===== config.mk =====
export PLATFORM = sky130hd
export DESIGN_NAME = perm_walker
export DESIGN_NICKNAME = d
export VERILOG_FILES = /design/src/rtl/perm_walker.sv
export SDC_FILE = /design/constraint.sdc
export NUM_CORES = 1
export LEC_CHECK = 0
export CORE_UTILIZATION = 50
export CTS_CLUSTER_DIAMETER = 150
export DETAILED_ROUTE_END_ITERATION = 10
export GPL_TIMING_DRIVEN = 0
export MAX_ROUTING_LAYER = met4
export PLACE_DENSITY = 0.81
export SETUP_SLACK_MARGIN = 0.1
export SLEW_MARGIN = 20
export SYNTH_ARGS = -nofsm -noshare
export SYNTH_HDL_FRONTEND = slang
export SYNTH_SLANG_ARGS = --single-unit

===== constraint.sdc =====
create_clock -name clk -period 3.6 [get_ports clk]
set_input_delay 1.08 -clock clk [delete_from_list [all_inputs] [get_ports clk]]
set_output_delay 1.08 -clock clk [all_outputs]
set_load 0.05 [all_outputs]

===== src/rtl/perm_walker.sv =====
// perm_walker
// -----------
// Walks every permutation of an N-input LUT with Heap's algorithm, one per
// step. Each permutation drives the combinational enumerator as a one-hot
// pin map (prm_o). The returned index (enm_i) is then streamed out with the
// permutation and its sequence number on a valid/ready interface.
//
// Optional build macro: PERM_WALKER_ENM_REG_EN
//   defined   : enm_i is registered in a SETTLE cycle, and out_enm comes from
//               that register. This breaks the enumerator path at the cost of
//               one extra cycle per triple.
//   undefined : out_enm follows enm_i combinationally while a triple is
//               presented. SETTLE is never entered.
//
// Ports
//   clk        : clock, rising edge
//   rst        : asynchronous active-high reset
//   start      : begin a sweep (honoured in IDLE only)
//   abort      : stop the sweep and return to IDLE; outranks start
//   busy       : high in every state except IDLE
//   done       : one-cycle pulse after the final triple is accepted
//   prm_o      : to enumerator; field k = prm_o[N*k +: N], one-hot, names the
//                physical input placed on LUT pin k
//   enm_i      : index returned by the enumerator for prm_o
//   out_valid  : a triple is presented
//   out_ready  : sink accepts the triple
//   out_cnt    : sequence number 0..N!-1
//   out_prm    : permutation being reported (same as prm_o)
//   out_enm    : enumerator result for out_prm
module perm_walker #(
  parameter int N  = 6,
  parameter int EW = 9,
  parameter int CW = 10
) (
  input  logic            clk,
  input  logic            rst,
  input  logic            start,
  input  logic            abort,
  output logic            busy,
  output logic            done,
  output logic [N*N-1:0]  prm_o,
  input  logic [EW-1:0]   enm_i,
  output logic            out_valid,
  input  logic            out_ready,
  output logic [CW-1:0]   out_cnt,
  output logic [N*N-1:0]  out_prm,
  output logic [EW-1:0]   out_enm
);

  localparam int AW = (N > 1) ? $clog2(N) : 1;

  function automatic int fact(input int n);
    int r;
    r = 1;
    for (int k = 2; k <= n; k++) r = r * k;
    return r;
  endfunction

  localparam int            NFACT    = fact(N);
  localparam logic [CW-1:0] LAST_CNT = CW'(NFACT - 1);
  localparam logic [N-1:0]  PIN_ONE  = N'(1);

  localparam logic [2:0] S_IDLE    = 3'd0;
  localparam logic [2:0] S_SETTLE  = 3'd1;
  localparam logic [2:0] S_EMIT    = 3'd2;
  localparam logic [2:0] S_ADVANCE = 3'd3;
  localparam logic [2:0] S_DONE    = 3'd4;

  // Every new permutation (including the first) either settles through the
  // enumerator register or is presented immediately.
`ifdef PERM_WALKER_ENM_REG_EN
  localparam logic [2:0] S_NEW_PERM = S_SETTLE;
`else
  localparam logic [2:0] S_NEW_PERM = S_EMIT;
`endif

  logic [2:0]    state_reg, state_next;
  logic [AW-1:0] a_reg [N];
  logic [AW-1:0] a_next [N];
  // c_reg[0] is never used by the walk; it is kept so that the Heap level
  // counter can index the array directly.
  logic [AW-1:0] c_reg [N];
  logic [AW-1:0] c_next [N];
  logic [AW-1:0] i_reg, i_next;
  logic [CW-1:0] cnt_reg, cnt_next;
  logic [AW-1:0] swap_j;

  always_ff @(posedge clk or posedge rst) begin
    if (rst) begin
      state_reg <= S_IDLE;
      for (int k = 0; k < N; k++) begin
        a_reg[k] <= AW'(k);
        c_reg[k] <= '0;
      end
      i_reg   <= AW'(1);
      cnt_reg <= '0;
    end else begin
      state_reg <= state_next;
      a_reg     <= a_next;
      c_reg     <= c_next;
      i_reg     <= i_next;
      cnt_reg   <= cnt_next;
    end
  end

  always_comb begin
    state_next = state_reg;
    a_next     = a_reg;
    c_next     = c_reg;
    i_next     = i_reg;
    cnt_next   = cnt_reg;
    swap_j     = '0;

    if (state_reg != S_IDLE && abort) begin
      // Walk state is frozen; only the FSM returns home. A handshake in this
      // cycle is accepted by the sink but not counted here.
      state_next = S_IDLE;
    end else begin
      case (state_reg)
        S_IDLE: begin
          if (start && !abort) begin
            for (int k = 0; k < N; k++) begin
              a_next[k] = AW'(k);
              c_next[k] = '0;
            end
            i_next     = AW'(1);
            cnt_next   = '0;
            state_next = S_NEW_PERM;
          end
        end

        S_SETTLE: begin
          state_next = S_EMIT;
        end

        S_EMIT: begin
          if (out_ready) begin
            if (cnt_reg == LAST_CNT) begin
              state_next = S_DONE;
            end else begin
              cnt_next   = cnt_reg + CW'(1);
              state_next = S_ADVANCE;
            end
          end
        end

        S_ADVANCE: begin
          // One level of the iterative Heap walk per cycle. A swap ends the
          // step; an exhausted level resets its counter and moves up.
          if (c_reg[i_reg] < i_reg) begin
            swap_j           = i_reg[0] ? c_reg[i_reg] : '0;
            a_next[swap_j]   = a_reg[i_reg];
            a_next[i_reg]    = a_reg[swap_j];
            c_next[i_reg]    = c_reg[i_reg] + AW'(1);
            i_next           = AW'(1);
            state_next       = S_NEW_PERM;
          end else begin
            c_next[i_reg] = '0;
            i_next        = i_reg + AW'(1);
          end
        end

        S_DONE: begin
          state_next = S_IDLE;
        end

        default: begin
          state_next = S_IDLE;
        end
      endcase
    end
  end

  // One-hot pin map decoded straight from the index array.
  generate
    for (genvar gi = 0; gi < N; gi++) begin : g_prm
      assign prm_o[N*gi +: N] = PIN_ONE << a_reg[gi];
    end
  endgenerate

  assign busy      = (state_reg != S_IDLE);
  assign done      = (state_reg == S_DONE);
  assign out_valid = (state_reg == S_EMIT);
  assign out_cnt   = cnt_reg;
  assign out_prm   = prm_o;

`ifdef PERM_WALKER_ENM_REG_EN
  logic [EW-1:0] enm_reg;

  always_ff @(posedge clk or posedge rst) begin
    if (rst) begin
      enm_reg <= '0;
    end else if (state_reg == S_SETTLE && !abort) begin
      enm_reg <= enm_i;
    end
  end

  assign out_enm = enm_reg;
`else
  // Passed through while a triple is presented; held at zero otherwise so
  // the idle/reset value does not depend on the enumerator.
  assign out_enm = out_valid ? enm_i : '0;
`endif

endmodule


Yosys cells after proc, flatten, opt, wreduce, memory -nomap -nowiden

Cells that the tools add are included.

Register bits: 52
Logic and storage cells: 96
Input bits: 14
Output and inout bits: 94

Add/sub/neg operators: 3
Multiplexer cells: 37
Shift operators: 6
Equality and inequality tests: 12
$lt $le $gt $ge: 5
Bitwise gates (word level): 5
Reduce and logical (&&, ||, !) cells: 13

Operators with widths:

| operator                                                   | number |
|---|---|
| 2-to-1 mux 18 bit                                          | 4 |
| one-hot mux 18 bit (2 select lines)                        | 2 |
| bitwise mux 18 bit                                         | 3 |
| 2-to-1 mux 3 bit                                           | 16 |
| left shift 1 x 3 -> 6 bit, first input constant            | 6 |
| 2-to-1 mux 10 bit                                          | 3 |
| binary-select mux 3 bit (select 3 bit)                     | 3 |
| one-hot mux 10 bit (2 select lines)                        | 1 |
| AND 18 bit                                                 | 1 |
| demux 3 bit (select 3 bit)                                 | 2 |
| NOT 18 bit                                                 | 1 |
| one-hot mux 3 bit (4 select lines)                         | 1 |
| adder 10 x 1 -> 10 bit, second input constant              | 1 |
| == test 10 bit, second input constant                      | 1 |
| 2-to-1 mux 9 bit                                           | 1 |
| >= comparator 4 bit, second input constant                 | 2 |
| less-than comparator 4 x 1 -> 1 bit, second input constant | 2 |
| NOT 3 -> 4 bit                                             | 2 |
| adder 3 x 1 -> 3 bit, second input constant                | 2 |
| == test 3 x 2 -> 1 bit, second input constant              | 2 |
| != test 2 bit, second input constant                       | 3 |
| != test 3 bit, second input constant                       | 2 |
| one-hot mux 3 bit (2 select lines)                         | 1 |
| AND reduction 3 bit                                        | 2 |
| other kinds (13)                                           | 17 |

Logic depth before layout (Yosys ltp)

Gate-level depths: netlist of the first run.

Word-level depth: 14
Gate-level depth with buffers: 11
Gate-level depth less buffers: 9

Least setup slack after synthesis of the first run

Ideal clock, no wire load.

Path kind: reg-to-output
Start point: register a_reg[2] (netlist name)
End point: output prm_o[34]
Path slack: 171 ps
Stages on the path, launching flop included: 4
Data arrival time: 2349 ps
Data required time: 2520 ps
Path through: dfstp_2 clkbuf_1 nor3b_1 buf_4

Cells in the longest elaborated chain, start to end: 1

RTL lines:

| what                             | RTL line | RTL |
|---|---|---|
| start: declaration               | 78       | `logic [AW-1:0] a_reg [N];` |
| start signal: indexed assignment | 92       | `a_reg[k] <= AW'(k);` |
| start signal: assignment         | 99       | `a_reg <= a_next;` |
| left shift 1 x 3 -> 6 bit        | 177      | `assign prm_o[N*gi +: N] = PIN_ONE << a_reg[gi];` |
| end: declaration                 | 41       | `output logic [N*N-1:0] prm_o,` |

No other way between the ends.

Worst setup path in the final report of the first run

Start point: register a_reg[7] (netlist name)
End point: output out_prm[20]

Cells in the longest elaborated chain, start to end: 1

RTL lines:

| what                      | RTL line | RTL |
|---|---|---|
| left shift 1 x 3 -> 6 bit | 177      |  |
| end: declaration          | 46       | `output logic [N*N-1:0] out_prm,` |

No other way between the ends.

==> results.ini, run 1 <==
[hold_path]
min_path_type=reg -> reg
holdPathStages=2
holdPathEnd=c_reg[3]
min_from=c_reg[3]

[floorplan]
die_h_um=93.7
pin_count=108
core_sq_mm=0.00818
fp.dieArea_sq_mm=0.00878
initial_core_util_pct=51.5
rows=33
die_w_um=93.7

[timing]
post-route-period-util_pct=94.7
max_freq_mhz=293
tns_ns=0
maxSlewHeadroom_pct=30.9
drv_slew=0
worst_pin_slew_ns=1.03
worst_clock_skew_ns=0.00612
setup_slack_ns=0.192
rsz0062_at_grt=true
setup_viol=0
fin_crit_ns=3.41
timing.final.hold_violations=0

[synthesis]
yosys_warnings=0
ys_types=87
synthCells=486
synth.net_count=504
syn_area_per_cell_sq_um=8.66
ys_ff_latch=52
seq_area_frac_synth_pct=31.2
synth_ff_type=dfrtp_1
synth_edf_count=0
synthArstFlopShare_pct=100
syn_area_sq_mm=0.00421

[finish]
num-nets-final=618
num-fill-cells=697
regArea_sq_mm=0.00131
drive_above_1_share_pct=19.0
utilization_pct=67.6
multi_input_area_sq_mm=0.00232
n_antenna_cell=0
syn_to_final_growth_pct=31.5

[critical_path]
start_kind=flop
rr_startpoint=i_reg[0]
reg2reg_slack_ns=0.23
rr_worst_depth=11
worst-path-max-fanout=9
r2r_end=c_reg[12]
path_class=reg -> out
critPathRequiredTime_ns=2.52
critPathArrivalTime_ns=2.33
critPathCaptureType=output port

[cts]
cts.clk_slew.worst_paths_ns=0.10
cts_buffer_depth=2
root_buffer=clkbuf_8
htreeDepth=2
cts.sinks=52
cts_buffers=5
cts_tree=done
ctsHoldBuffers=0
cts_setup_buffers=0
clock_latency_ns=0.32

[global_routing]
gr-total-overflow=0
grt_max_degree=28
grt_use_met3_pct=4.53
grt_antenna_before_repair=0
use_met1_pct=41.2
grt_pass1_vias=4104
grt_pass1_wl_um=21400
grt_use_met2_pct=54.0
busiest_layer=met2
track_usage_pct=32.5

[power]
vdd_ir_drop_max_mv=0.202
power.leakage_nw=2.39
p_per_area_mw_per_mm2=283
power_mw=1.57

[place]
place_hpwl_um=10300
io_buffers=106
gp_congestion=0.950
place_ws_ns=-0.0150

[detailed_routing]
drt-initial-drc-count=459
ant_nets=0
routed_wl_um=13400
vias=4341
drt-wirelength-per-cell_um=19.0
route.detailed.drc=0
drt_pass1_iterations=6
viasPerCell=6.15

[outcome]
outcome=finished, final reports clean

[run]
maxCapViolCount=0

final cells by class:
class	count	share of cell area [%]
sequential	52	23.7
tap	105	2.38
multi-input combinational	351	42.0
clock inverter	3	0.837
buffer	70	9.62
timing repair buffer	107	19.3
inverter	13	0.882
clock buffer	5	1.24
worst max-delay path: stages, from the launching register on:
cell and delay (ns):
dfstp_2 0.53, clkbuf_1 0.30, nor3b_1 0.31, clkdlybuf4s50_1 0.87
kinds of logic (layout without fill, tap and decap cells):
kind of cell             count (synthesis)  count (layout)  share of synthesized area, %
flip-flops                              52              52                          31.2
XOR/XNOR                                 8               8                          1.67
AO/OA/AOI/OAI                          134             134                          22.8
AND/OR/NAND/NOR                        187             187                          24.7
buffers and inverters                   83             198                          13.7
multiplexers                            18              18                          4.67
adder cells (fa/ha/maj)                  4               4                          1.19
cell usage in the layout (no fill, tap or decap), types with 4 or more instances in the layout:
| cell | synthesis | layout |
|---|---|---|
| ha_1 | 4 | 4 |
| and3_1 | 8 | 8 |
| mux2_2 | 6 | 6 |
| dfrtp_1 | 44 | 44 |
| buf_6 | 4 | 4 |
| inv_1 | 11 | 10 |
| a21oi_1 | 15 | 15 |
| nand2_1 | 44 | 44 |
| o21ai_0 | 40 | 40 |
| nor3b_1 | 17 | 17 |
| buf_2 | 2 | 6 |
| a211oi_1 | 4 | 4 |
| clkbuf_8 | 8 | 13 |
| and2_1 | 12 | 12 |
| a31oi_1 | 6 | 6 |
| nand3_1 | 10 | 10 |
| nor2_1 | 27 | 27 |
| o211ai_1 | 6 | 6 |
| or3_1 | 4 | 4 |
| xnor2_1 | 8 | 8 |
| nor3_1 | 25 | 24 |
| clkbuf_1 | 18 | 16 |
| nand2b_1 | 4 | 4 |
| clkdlybuf4s50_1 | 0 | 89 |
| mux2i_1 | 10 | 10 |
| o2bb2ai_1 | 7 | 7 |
| buf_4 | 37 | 37 |
| dlymetal6s2s_1 | 0 | 5 |
| dfstp_2 | 8 | 8 |
| nand4_1 | 4 | 4 |
| a311o_1 | 4 | 4 |
| and3b_1 | 7 | 7 |
through the flow:
| step | cells | hold WS [ns] | area, sq um |
|---|---|---|---|
| after CTS | 706 | 0.495 | 5550 |
| after detailed placement | 698 | 0.471 | 5420 |
| after global placement | 697 | 0.464 | 5400 |
| final | 706 | 0.491 | 5530 |
| after global routing | 706 | 0.532 | 5530 |
| after floorplan | 486 | 0.444 | 4210 |
Yosys cell counts (3+ instances only):
cell type,number,area [sq um]
dfrtp_1,44,1100
nand2_1,44,165
o21ai_0,40,200
buf_4,37,278
nor2_1,27,101
nor3_1,25,125
clkbuf_1,18,67.6
nor3b_1,17,128
a21oi_1,15,75.1
and2_1,12,75.1
inv_1,11,41.3
mux2i_1,10,100
nand3_1,10,50.1
and3_1,8,50.1
clkbuf_8,8,110
dfstp_2,8,210
xnor2_1,8,70.1
and3b_1,7,61.3
o2bb2ai_1,7,61.3
a31oi_1,6,37.5
mux2_2,6,67.6
o211ai_1,6,45.0
a211oi_1,4,30.0
a311o_1,4,40.0
buf_6,4,45.0
ha_1,4,50.1
nand2b_1,4,25.0
nand4_1,4,25.0
or3_1,4,25.0
a211o_1,3,26.3
a21boi_0,3,22.5
a22o_1,3,26.3
a22oi_1,3,22.5
nor2b_1,3,18.8
o21ai_1,3,15.0
o221ai_1,3,26.3
or4_1,3,22.5
per-layer routing:
metal  vias to the layer above  part of all wire [%]
met3                        35                   8.6
met4                         0                   2.7
met1                      2079                    41
li1                       1972                     -
met2                       255                    48
met5                         -                     0
timing repair:
item | 4_1_cts | 5_1_grt
endpoints found under the hold margin | 0 | 0
resized for setup | 32 | 19
setup endpoints to repair | 16 | 15
power breakdown:
part | total (mW) | leakage [nW] | switching (mW) | internal, mW
clock | 0.426 | 0.0600 | 0.215 | 0.211
combinational | 0.523 | 1.64 | 0.343 | 0.179
sequential | 0.617 | 0.693 | 0.0141 | 0.603
total | 1.57 | 2.39 | 0.572 | 0.994
worst max-delay path by stage:
stage | start | slack, ns | to | cells after the start
2_1_floorplan | a_reg[2] | 0.17 | prm_o[34] | 3
3_3_place_gp | state_reg[1] | 0.02 | out_enm[0] | 6
3_5_place_dp | state_reg[1] | -0.01 | out_enm[0] | 6
4_1_cts | a_reg[6] | 0.11 | prm_o[19] | 4
5_1_grt | state_reg[2] | 0.07 | out_enm[1] | 6
6_report | a_reg[7] | 0.19 | out_prm[20] | 3
(Power assumes the default switching activity.)
==> run 2, diff against run 1 <==
--- a/config.mk
+++ b/config.mk
@@ -12,6 +12,7 @@
 export MAX_ROUTING_LAYER = met4
 export PLACE_DENSITY = 0.81
 export SETUP_SLACK_MARGIN = 0.1
+export SKIP_CTS_REPAIR_TIMING = 1
 export SLEW_MARGIN = 20
 export SYNTH_ARGS = -nofsm -noshare
 export SYNTH_HDL_FRONTEND = slang
==> run 2 against run 1 <==
Effect of this change:
- fmax down 0.16%
- worst hold slack improved by 0.0015 ns
- largest power group unchanged
- register-to-register slack barely moved
- clock power hardly changed
- count of clock-buffer cells in the layout is the same
- critical path type unchanged
==> results.ini, run 2 (synthesis results as in run 1) <==
[timing]
setup_viol=0  ; unchanged
maxSlewHeadroom_pct=33.1  ; +2.2 points
setup_slack_ns=0.187  ; -0.00545 ns
worst_pin_slew_ns=0.998  ; -0.0326 ns
drv_slew=0  ; unchanged
timing.final.hold_violations=0  ; unchanged
post-route-period-util_pct=94.8  ; +0.15 points
rsz0062_at_grt=true
max_freq_mhz=293  ; -0.16%
fin_crit_ns=3.41  ; +0.00545 ns
worst_clock_skew_ns=0.00715  ; +0.00103 ns

[power]
power.leakage_nw=2.43  ; +1.5%
vdd_ir_drop_max_mv=0.202  ; -0.15%
power_mw=1.56  ; -0.15%
internal_power_mw=0.992  ; -0.15%
clockPowerShare_pct=27.2  ; about the same
sw_frac_of_total_pct=36.5  ; about the same
p_per_area_mw_per_mm2=283  ; +0.12%
switchingPower_mw=0.571  ; -0.16%
combPwrFrac_pct=33.3  ; about the same
p_seq_share_pct=39.5  ; about the same

[floorplan]
die_h_um=93.7  ; unchanged
core_sq_mm=0.00818  ; unchanged
initial_core_util_pct=51.5  ; unchanged
pin_count=108  ; unchanged
fp.dieArea_sq_mm=0.00878  ; unchanged
rows=33  ; unchanged
die_w_um=93.7  ; unchanged

[global_routing]
grt_max_degree=28  ; unchanged
grt_pass1_vias=4098  ; -0.15%
grt_antenna_before_repair=0  ; unchanged
track_usage_pct=32.5  ; about the same
gr-total-overflow=0  ; unchanged
grt_pass1_wl_um=21400  ; about the same

[run]
maxCapViolCount=0  ; unchanged

[place]
gp_congestion=0.950  ; unchanged
io_buffers=106  ; unchanged
place_area_sq_mm=0.00542  ; unchanged
place_hpwl_um=10300  ; unchanged
place_ws_ns=-0.0150  ; unchanged

[detailed_routing]
route.detailed.drc=0  ; unchanged
vias=4328  ; -0.30%
routed_wl_um=13500  ; +0.18%
drt_pass1_iterations=6  ; unchanged
drt-wirelength-per-cell_um=19.1  ; +0.18%
ant_nets=0  ; unchanged
drt-initial-drc-count=436  ; -5.0%
viasPerCell=6.13  ; -0.30%

[finish]
num-nets-final=618  ; unchanged
layout_common_cells=clkdlybuf4s50_1 (89), nand2_1 (44), dfrtp_1 (44), o21ai_0 (40), buf_4 (37)
n_antenna_cell=0  ; unchanged
final_cell_area_sq_mm=0.00552  ; -0.27%
final_common_cell=clkdlybuf4s50_1
syn_to_final_growth_pct=31.1
utilization_pct=67.5  ; -0.18 points
drive_above_1_share_pct=18.6  ; -0.33 points

[hold_path]
min_path_type=reg -> reg

[cts]
root_buffer=clkbuf_8
cts_tree=done
htreeDepth=2  ; unchanged
clock_latency_ns=0.32  ; about the same
cts_buffers=5  ; unchanged
cts_buffer_depth=2  ; unchanged
cts.clk_slew.worst_paths_ns=0.10  ; about the same
cts.sinks=52  ; unchanged

[critical_path]
start_kind=flop
critPathArrivalTime_ns=2.33  ; about the same
worst-path-max-fanout=9  ; unchanged
critPathCaptureType=output port
path_class=reg -> out
reg2reg_slack_ns=0.22  ; about the same
critPathRequiredTime_ns=2.52  ; about the same

[outcome]
outcome=finished, final reports clean

[run 2: cell types whose count changed in the layout (fill, tap and decap cells not counted), sizes merged]
cell	delta
buf	-4
clkbuf	+8
clkdlybuf4s15	-3
clkdlybuf4s18	-2
dlygate4sd2	-2
dlymetal6s2s	+3
[run 2: final cells by class]
cell class	count	area, sq um
Clock buffer	5	68.8
Clock inverter	3	46.3
Fill cell	702	2660
Buffer	70	531
Timing Repair Buffer	107	1060
Inverter	13	48.8
Tap cell	105	131
Multi-Input combinational cell	351	2320
Sequential cell	52	1310
[run 2: path summary, 6_finish.rpt]
kind,cells past startpoint,startpoint,to
max,3,a_reg[7],out_prm[20]
min,2,c_reg[3],c_reg[3]
max reg2reg,11,i_reg[0],c_reg[12]
min reg2reg,2,c_reg[3],c_reg[3]
max in group asynchronous,3,rst,a_reg[5]
min in group asynchronous,2,rst,out_cnt[0]
[run 2: worst max-delay path, cell delays in order, from the launching register on]
cell             delay, ns
dfstp_2               0.53
clkbuf_1              0.31
nor3b_1               0.31
clkdlybuf4s50_1       0.87
[run 2: stage by stage]
stage          hold WS [ns]  TNS [ns]  instances
2_1_floorplan         0.444         0        486
6_report              0.493         0        706
3_5_place_dp          0.471   -0.0201        698
5_1_grt               0.532         0        706
4_1_cts               0.495     -3.46        706
3_3_place_gp          0.464         0        697
[run 2: metal layers]
metal	up-vias	part of all wire, %	global-route usage [%]	routed length, um
li1	1969	-	-	-
met1	2067	41	41.4	5550
met2	252	48	54.0	6490
met3	40	7.9	4.53	1070
met4	0	2.7	9.36	363
met5	-	0	-	0
[run 2: power groups by stage]
stage / clock network (mW) / logic (mW) / registers (mW)
after CTS: 0.433 / 0.523 / 0.617
after floorplan: 0 / 0.342 / 0.641
final: 0.425 / 0.521 / 0.617
after global routing: 0.453 / 0.550 / 0.619
after detailed placement: 0 / 0.521 / 0.628
after global placement: 0 / 0.511 / 0.628
